### src/rtl/sdes_round_sequencer.sv
// Iterative S-DES controller: one Fk datapath shared by both rounds, with key schedule,
// round sequencing and a valid/ready result port with backpressure.
module sdes_round_sequencer #(
   parameter int FK_LATENCY  = 1,
   parameter int COUNT_WIDTH = 16
) (
   input  logic                   clk,
   input  logic                   rst_n,
   input  logic                   inValid,
   output logic                   inReady,
   input  logic [7:0]             inData,
   input  logic [9:0]             inKey,
   input  logic                   inMode,
   output logic                   outValid,
   input  logic                   outReady,
   output logic [7:0]             outData,
   output logic                   busy,
   output logic [COUNT_WIDTH-1:0] opCount
);

   typedef enum logic [2:0] {IDLE, KEY, R1, R2, OUT} seqState_t;

   localparam logic [3:0] WAIT_LAST = 4'(FK_LATENCY - 1);

   // S-box contents, entry {row,col} at bit 2*idx; row = outer bits, col = inner bits
   localparam logic [31:0] S0_TBL = {2'd2, 2'd3, 2'd1, 2'd3, 2'd3, 2'd1, 2'd2, 2'd0,
                                     2'd0, 2'd1, 2'd2, 2'd3, 2'd2, 2'd3, 2'd0, 2'd1};
   localparam logic [31:0] S1_TBL = {2'd3, 2'd0, 2'd1, 2'd2, 2'd0, 2'd1, 2'd0, 2'd3,
                                     2'd3, 2'd1, 2'd0, 2'd2, 2'd3, 2'd2, 2'd1, 2'd0};

   seqState_t                state, nextState;
   logic [7:0]               blockReg;
   logic [9:0]               keyReg;
   logic                     modeReg;
   logic [7:0]               subKey1, subKey2;
   logic [3:0]               waitCnt;
   logic [7:0]               outDataReg;
   logic [COUNT_WIDTH-1:0]   opCountReg;

   // Bit positions below use S-DES numbering: position 1 is the leftmost (MSB) bit
   function automatic logic [9:0] perm10(input logic [9:0] k);
      return {k[7], k[5], k[8], k[3], k[6], k[0], k[9], k[1], k[2], k[4]};
   endfunction

   function automatic logic [7:0] perm8(input logic [9:0] k);
      return {k[4], k[7], k[3], k[6], k[2], k[5], k[0], k[1]};
   endfunction

   function automatic logic [7:0] initPerm(input logic [7:0] d);
      return {d[6], d[2], d[5], d[7], d[4], d[0], d[3], d[1]};
   endfunction

   function automatic logic [7:0] invPerm(input logic [7:0] d);
      return {d[4], d[7], d[5], d[3], d[1], d[6], d[0], d[2]};
   endfunction

   function automatic logic [7:0] expandPerm(input logic [3:0] r);
      return {r[0], r[3], r[2], r[1], r[2], r[1], r[0], r[3]};
   endfunction

   function automatic logic [3:0] perm4(input logic [3:0] v);
      return {v[2], v[0], v[1], v[3]};
   endfunction

   function automatic logic [1:0] sBox(input logic [31:0] tbl, input logic [3:0] x);
      logic [3:0] idx;
      idx = {x[3], x[0], x[2], x[1]};
      return tbl[{idx, 1'b0} +: 2];
   endfunction

   // Key schedule, combinational from the registered key
   logic [9:0] p10Key, ls1Key, ls2Key;
   assign p10Key = perm10(keyReg);
   assign ls1Key = {p10Key[8:5], p10Key[9], p10Key[3:0], p10Key[4]};
   assign ls2Key = {ls1Key[7:5], ls1Key[9:8], ls1Key[2:0], ls1Key[4:3]};

   // Shared Fk datapath; decrypt swaps the order the subkeys are applied
   logic [7:0] roundKey, epXor, fkOut;
   logic [3:0] sOut;
   logic       fkLast, accept;

   always_comb begin
      roundKey = ((state == R1) ^ modeReg) ? subKey1 : subKey2;
      epXor    = expandPerm(blockReg[3:0]) ^ roundKey;
      sOut     = perm4({sBox(S0_TBL, epXor[7:4]), sBox(S1_TBL, epXor[3:0])});
      fkOut    = {blockReg[7:4] ^ sOut, blockReg[3:0]};
   end

   assign fkLast = (waitCnt == WAIT_LAST);
   assign accept = inValid && (state == IDLE);

   always_comb begin
      nextState = state;
      case (state)
         IDLE:    if (accept) nextState = KEY;
         KEY:     nextState = R1;
         R1:      if (fkLast) nextState = R2;
         R2:      if (fkLast) nextState = OUT;
         OUT:     if (outReady) nextState = IDLE;
         default: nextState = IDLE;
      endcase
   end

   always_ff @(posedge clk or negedge rst_n) begin
      if (!rst_n) state <= IDLE;
      else        state <= nextState;
   end

   always_ff @(posedge clk or negedge rst_n) begin
      if (!rst_n) begin
         blockReg   <= '0;
         keyReg     <= '0;
         modeReg    <= 1'b0;
         subKey1    <= '0;
         subKey2    <= '0;
         waitCnt    <= '0;
         outDataReg <= '0;
         opCountReg <= '0;
      end else begin
         case (state)
            IDLE: if (accept) begin
               blockReg <= initPerm(inData);
               keyReg   <= inKey;
               modeReg  <= inMode;
            end
            KEY: begin
               subKey1 <= perm8(ls1Key);
               subKey2 <= perm8(ls2Key);
            end
            R1: if (fkLast) blockReg <= {fkOut[3:0], fkOut[7:4]};
            R2: if (fkLast) begin
               blockReg   <= fkOut;
               outDataReg <= invPerm(fkOut);
            end
            OUT: if (outReady) opCountReg <= opCountReg + 1'b1;
            default: ;
         endcase
         if ((state == R1 || state == R2) && !fkLast) waitCnt <= waitCnt + 4'd1;
         else                                         waitCnt <= '0;
      end
   end

   assign inReady  = (state == IDLE);
   assign busy     = (state != IDLE);
   assign outValid = (state == OUT);
   assign outData  = outDataReg;
   assign opCount  = opCountReg;

endmodule

### config.mk
export PLATFORM = sky130hd
export DESIGN_NAME = sdes_round_sequencer
export DESIGN_NICKNAME = d
export VERILOG_FILES = /design/src/rtl/sdes_round_sequencer.sv
export SDC_FILE = /design/constraint.sdc
export NUM_CORES = 1
export LEC_CHECK = 0
export ABC_CLOCK_PERIOD_IN_PS = 2670
export CAP_MARGIN = 30
export CORE_ASPECT_RATIO = 0.75
export CORE_MARGIN = 2
export CORE_UTILIZATION = 49
export CTS_CLUSTER_DIAMETER = 200
export DETAILED_ROUTE_END_ITERATION = 16
export PLACE_DENSITY_LB_ADDON = 0.15
export SKIP_LAST_GASP = 1
export SLEW_MARGIN = 40
export SYNTH_ARGS = -nofsm -noshare
export SYNTH_HDL_FRONTEND = slang
export SYNTH_SLANG_ARGS = --single-unit
### constraint.sdc
create_clock -name clk -period 2.67 [get_ports clk]
set_input_delay 0.801 -clock clk [delete_from_list [all_inputs] [get_ports clk]]
set_output_delay 0.801 -clock clk [all_outputs]
set_load 0.005 [all_outputs]
==> run_results.csv <==
group,metric,value,unit
routing,remaining_drc_errors,0,
placement,io_buffers,49,
yosys,synthMuxAreaShare,0.117,
critical_path,worstPathMaxFanout,6,
layout,stdcell_area,4560,um2
job,maxCapViolCount,0,
timing,rsz0062_at_grt,"true",
routing,first_pass_iters,4,
grt,antenna_found_initial,0,
layout,multi_input_comb_area,1910,um2
timing,worst_pin_slew,469,ps
layout,nets,430,
yosys,synthAdderAreaFrac,0.0144,
timing,fmax,0.383,GHz
power,peakVddDrop,0.711,mV
yosys,synthFlopType,"dfrtp_1",
power,finalPower,6570,uW
clocking,h-tree-depth,3,
timing,fin_skew,14.6,ps
clocking,cts_buffer_depth,2,
clocking,clk_pin_slew,80,ps
floorplan,start_util,0.508,
layout,antennaDiodeCount,0,
floorplan,die_area,7810,um2
yosys,async_flop_share,1.00,
placement,dpl.cell_count,479,
routing,wl_per_cell,16.5,um
clocking,cts_made_buffers,9,
timing,slew_headroom,0.686,
hold_path,min-delay-path-class,"in -> async",
floorplan,pin_count,50,
clocking,worstSkewPairLatency,340,ps
floorplan,rows,26,
floorplan,core,6860,um2
timing,hold_violations,0,
timing,setup_tns,0,ps
layout,mostFrequentLayoutCells,"dfrtp_1, clkdlybuf4s50_1, buf_4, mux2_2, nand3b_1",
routing,vias,2827,
grt,grt.total_usage,0.225,
timing,final_max_slew_viol_count,0,
timing,min_period,2610,ps
yosys,synth_top_family_by_area,"simple AND/OR/NAND/NOR gates",
routing,routed_wl,8.37,mm
yosys,netlist_instances,324,
clocking,cts.sinks,60,
critical_path,critPathArrivalTime,2900,ps
clocking,cts_root_buf,"clkbuf_8",
layout,drive_gt1_frac,0.287,
outcome,status,"complete, no violations",
layout,fill_cells,535,
critical_path,r2r_slack,60,ps
floorplan,die_y,77.0,um
grt,grt_pass1_vias,2760,
floorplan,die_x,101,um
layout,area_growth,30.8,%
grt,grt_max_degree,61,
layout,fin_cells,506,
yosys,synth.distinct_cells,56,
critical_path,cp-end-kind,"register",
yosys,syn_area,3480,um2
yosys,synth-simple-area-share,0.221,
grt,grt_pass1_wl,13.7,mm
layout,layout_commonest_cell,"dfrtp_1",
yosys,synth_fp_nets,351,
critical_path,critical_path_class,"reg -> reg",
timing,fin_crit_sh,0.978,
critical_path,crit_path_start_kind,"register",
yosys,synth_edf_count,0,
yosys,ys_seq_elements,60,
clocking,cts_tree,"built",
grt,overflow,0,
critical_path,timing.rr.start,"state[0]$_DFFE_PN0P_",
yosys,seq_area_frac_synth,0.431,
yosys,yosys_warnings,0,
routing,ant_nets,0,
yosys,synth_xor_area_frac,0.0747,
routing,avgViaCountPerCell,5.59,
routing,drt_iter0_markers,161,
placement,placed_cell_area,4210,um2
power,power.density,1440,nW/um2
critical_path,reg2reg_depth,9,
yosys,avgSynthCellArea,10.8,um2
critical_path,r2r_end,"blockReg[6]$_DFFE_PN0P_",
yosys,synth_compound_area_frac,0.100,
power,p_leak,0.00191,uW
layout,seq_area,1510,um2
placement,dpl.hpwl,5.74,mm
timing,setup_viol,0,
critical_path,cp.required,2960,ps
placement,place_congestion,0.952,
==> worst max path at each step <==
stage,depth (start not counted),endpoint,from
2_1_floorplan,12,blockReg[1]$_DFFE_PN0P_,state[0]$_DFFE_PN0P_
3_3_place_gp,10,blockReg[0]$_DFFE_PN0P_,modeReg$_DFFE_PN0P_
3_5_place_dp,10,outData[7]$_DFFE_PN0P_,modeReg$_DFFE_PN0P_
4_1_cts,4,inReady,state[0]$_DFFE_PN0P_
5_1_grt,9,blockReg[1]$_DFFE_PN0P_,state[0]$_DFFE_PN0P_
6_report,9,blockReg[6]$_DFFE_PN0P_,state[0]$_DFFE_PN0P_
==> cells in the mapped netlist (all sizes together) (2+ instances only) <==
master / count / share of area
nand2b: 2 / 0.0036
o211ai: 2 / 0.0043
o21ai: 9 / 0.013
clkbuf: 10 / 0.011
and3: 4 / 0.0072
nor3: 7 / 0.010
mux2i: 8 / 0.023
xor2: 9 / 0.023
a21o: 4 / 0.0086
a211o: 2 / 0.0050
nand3b: 20 / 0.043
nor3b: 4 / 0.010
a41oi: 7 / 0.020
or3b: 15 / 0.038
inv: 8 / 0.0086
a221oi: 2 / 0.0050
a22oi: 3 / 0.0065
and3b: 2 / 0.0050
ha: 4 / 0.014
nor4b: 5 / 0.019
nand3: 8 / 0.011
buf: 11 / 0.023
dfrtp: 60 / 0.43
nand2: 18 / 0.019
nor4: 5 / 0.017
and2: 2 / 0.0036
xnor2: 19 / 0.052
a21oi: 10 / 0.015
nand4: 4 / 0.0072
nor2: 19 / 0.020
mux2: 29 / 0.094
==> metrics by stage <==
stage | util | hold WS, ps | setup WS [ps]
after floorplan | - | 467 | 83.0
after global placement | 0.613 | 462 | 139
final | 0.664 | 435 | 58.5
after CTS | 0.645 | 468 | -1.68
after detailed placement | 0.613 | 464 | 51.0
after global routing | 0.664 | 475 | -97.6
==> registers in the layout, summed over array words and instances (netlist names) <==
signal / cells
blockReg: 8
keyReg: 10
modeReg: 1
opCount: 16
outData: 8
state: 3
subKey1: 7
subKey2: 3
waitCnt: 4
==> critical path, stage by stage, from the launching register on <==
cell,delay [ps]
dfrtp_1,400
buf_6,130
or3b_4,450
xnor2_4,170
mux2i_2,170
xnor2_2,400
mux2_2,390
a22o_1,180
a21oi_1,160
o21a_1,120
==> metal layers <==
metal,part of all wire,track usage,up-vias
li1,-,-,1340
met1,0.47,0.318,1379
met2,0.45,0.334,94
met3,0.062,0.0583,14
met4,0.018,0.0838,0
met5,0,0,-
==> logic make-up after synthesis <==
kind of cell / Yosys count
xor+xnor: 28
flops: 60
simple gates: 118
compound gates: 48
mux: 37
buf+inv: 29
fa+ha+maj: 4
==> timing repair <==
item	in CTS	in global routing
cloned	0	1
pin swaps	0	11
resized for setup	2	14
endpoints found under the hold margin	0	0
hold buffers	0	0
buffers inserted	2	8
endpoints found under the setup margin	1	13
==> where the power goes <==
part           leakage [uW]  internal (uW)  switching, uW
Clock             0.0000962            431            380
Combinational       0.00106           2130           1960
Sequential         0.000750           1260            410
Total               0.00191           3820           2750
==> layout make-up <==
type                    instances  area share
flip-flops and latches         60       0.330
multi-input cells             236       0.419
repair buffers                 88       0.175
inverters                       8     0.00659
clock buffers                  10      0.0280
clock inverters                 6      0.0143
well taps                      98      0.0269
No activity file was read; power rests on OpenSTA's default activity.
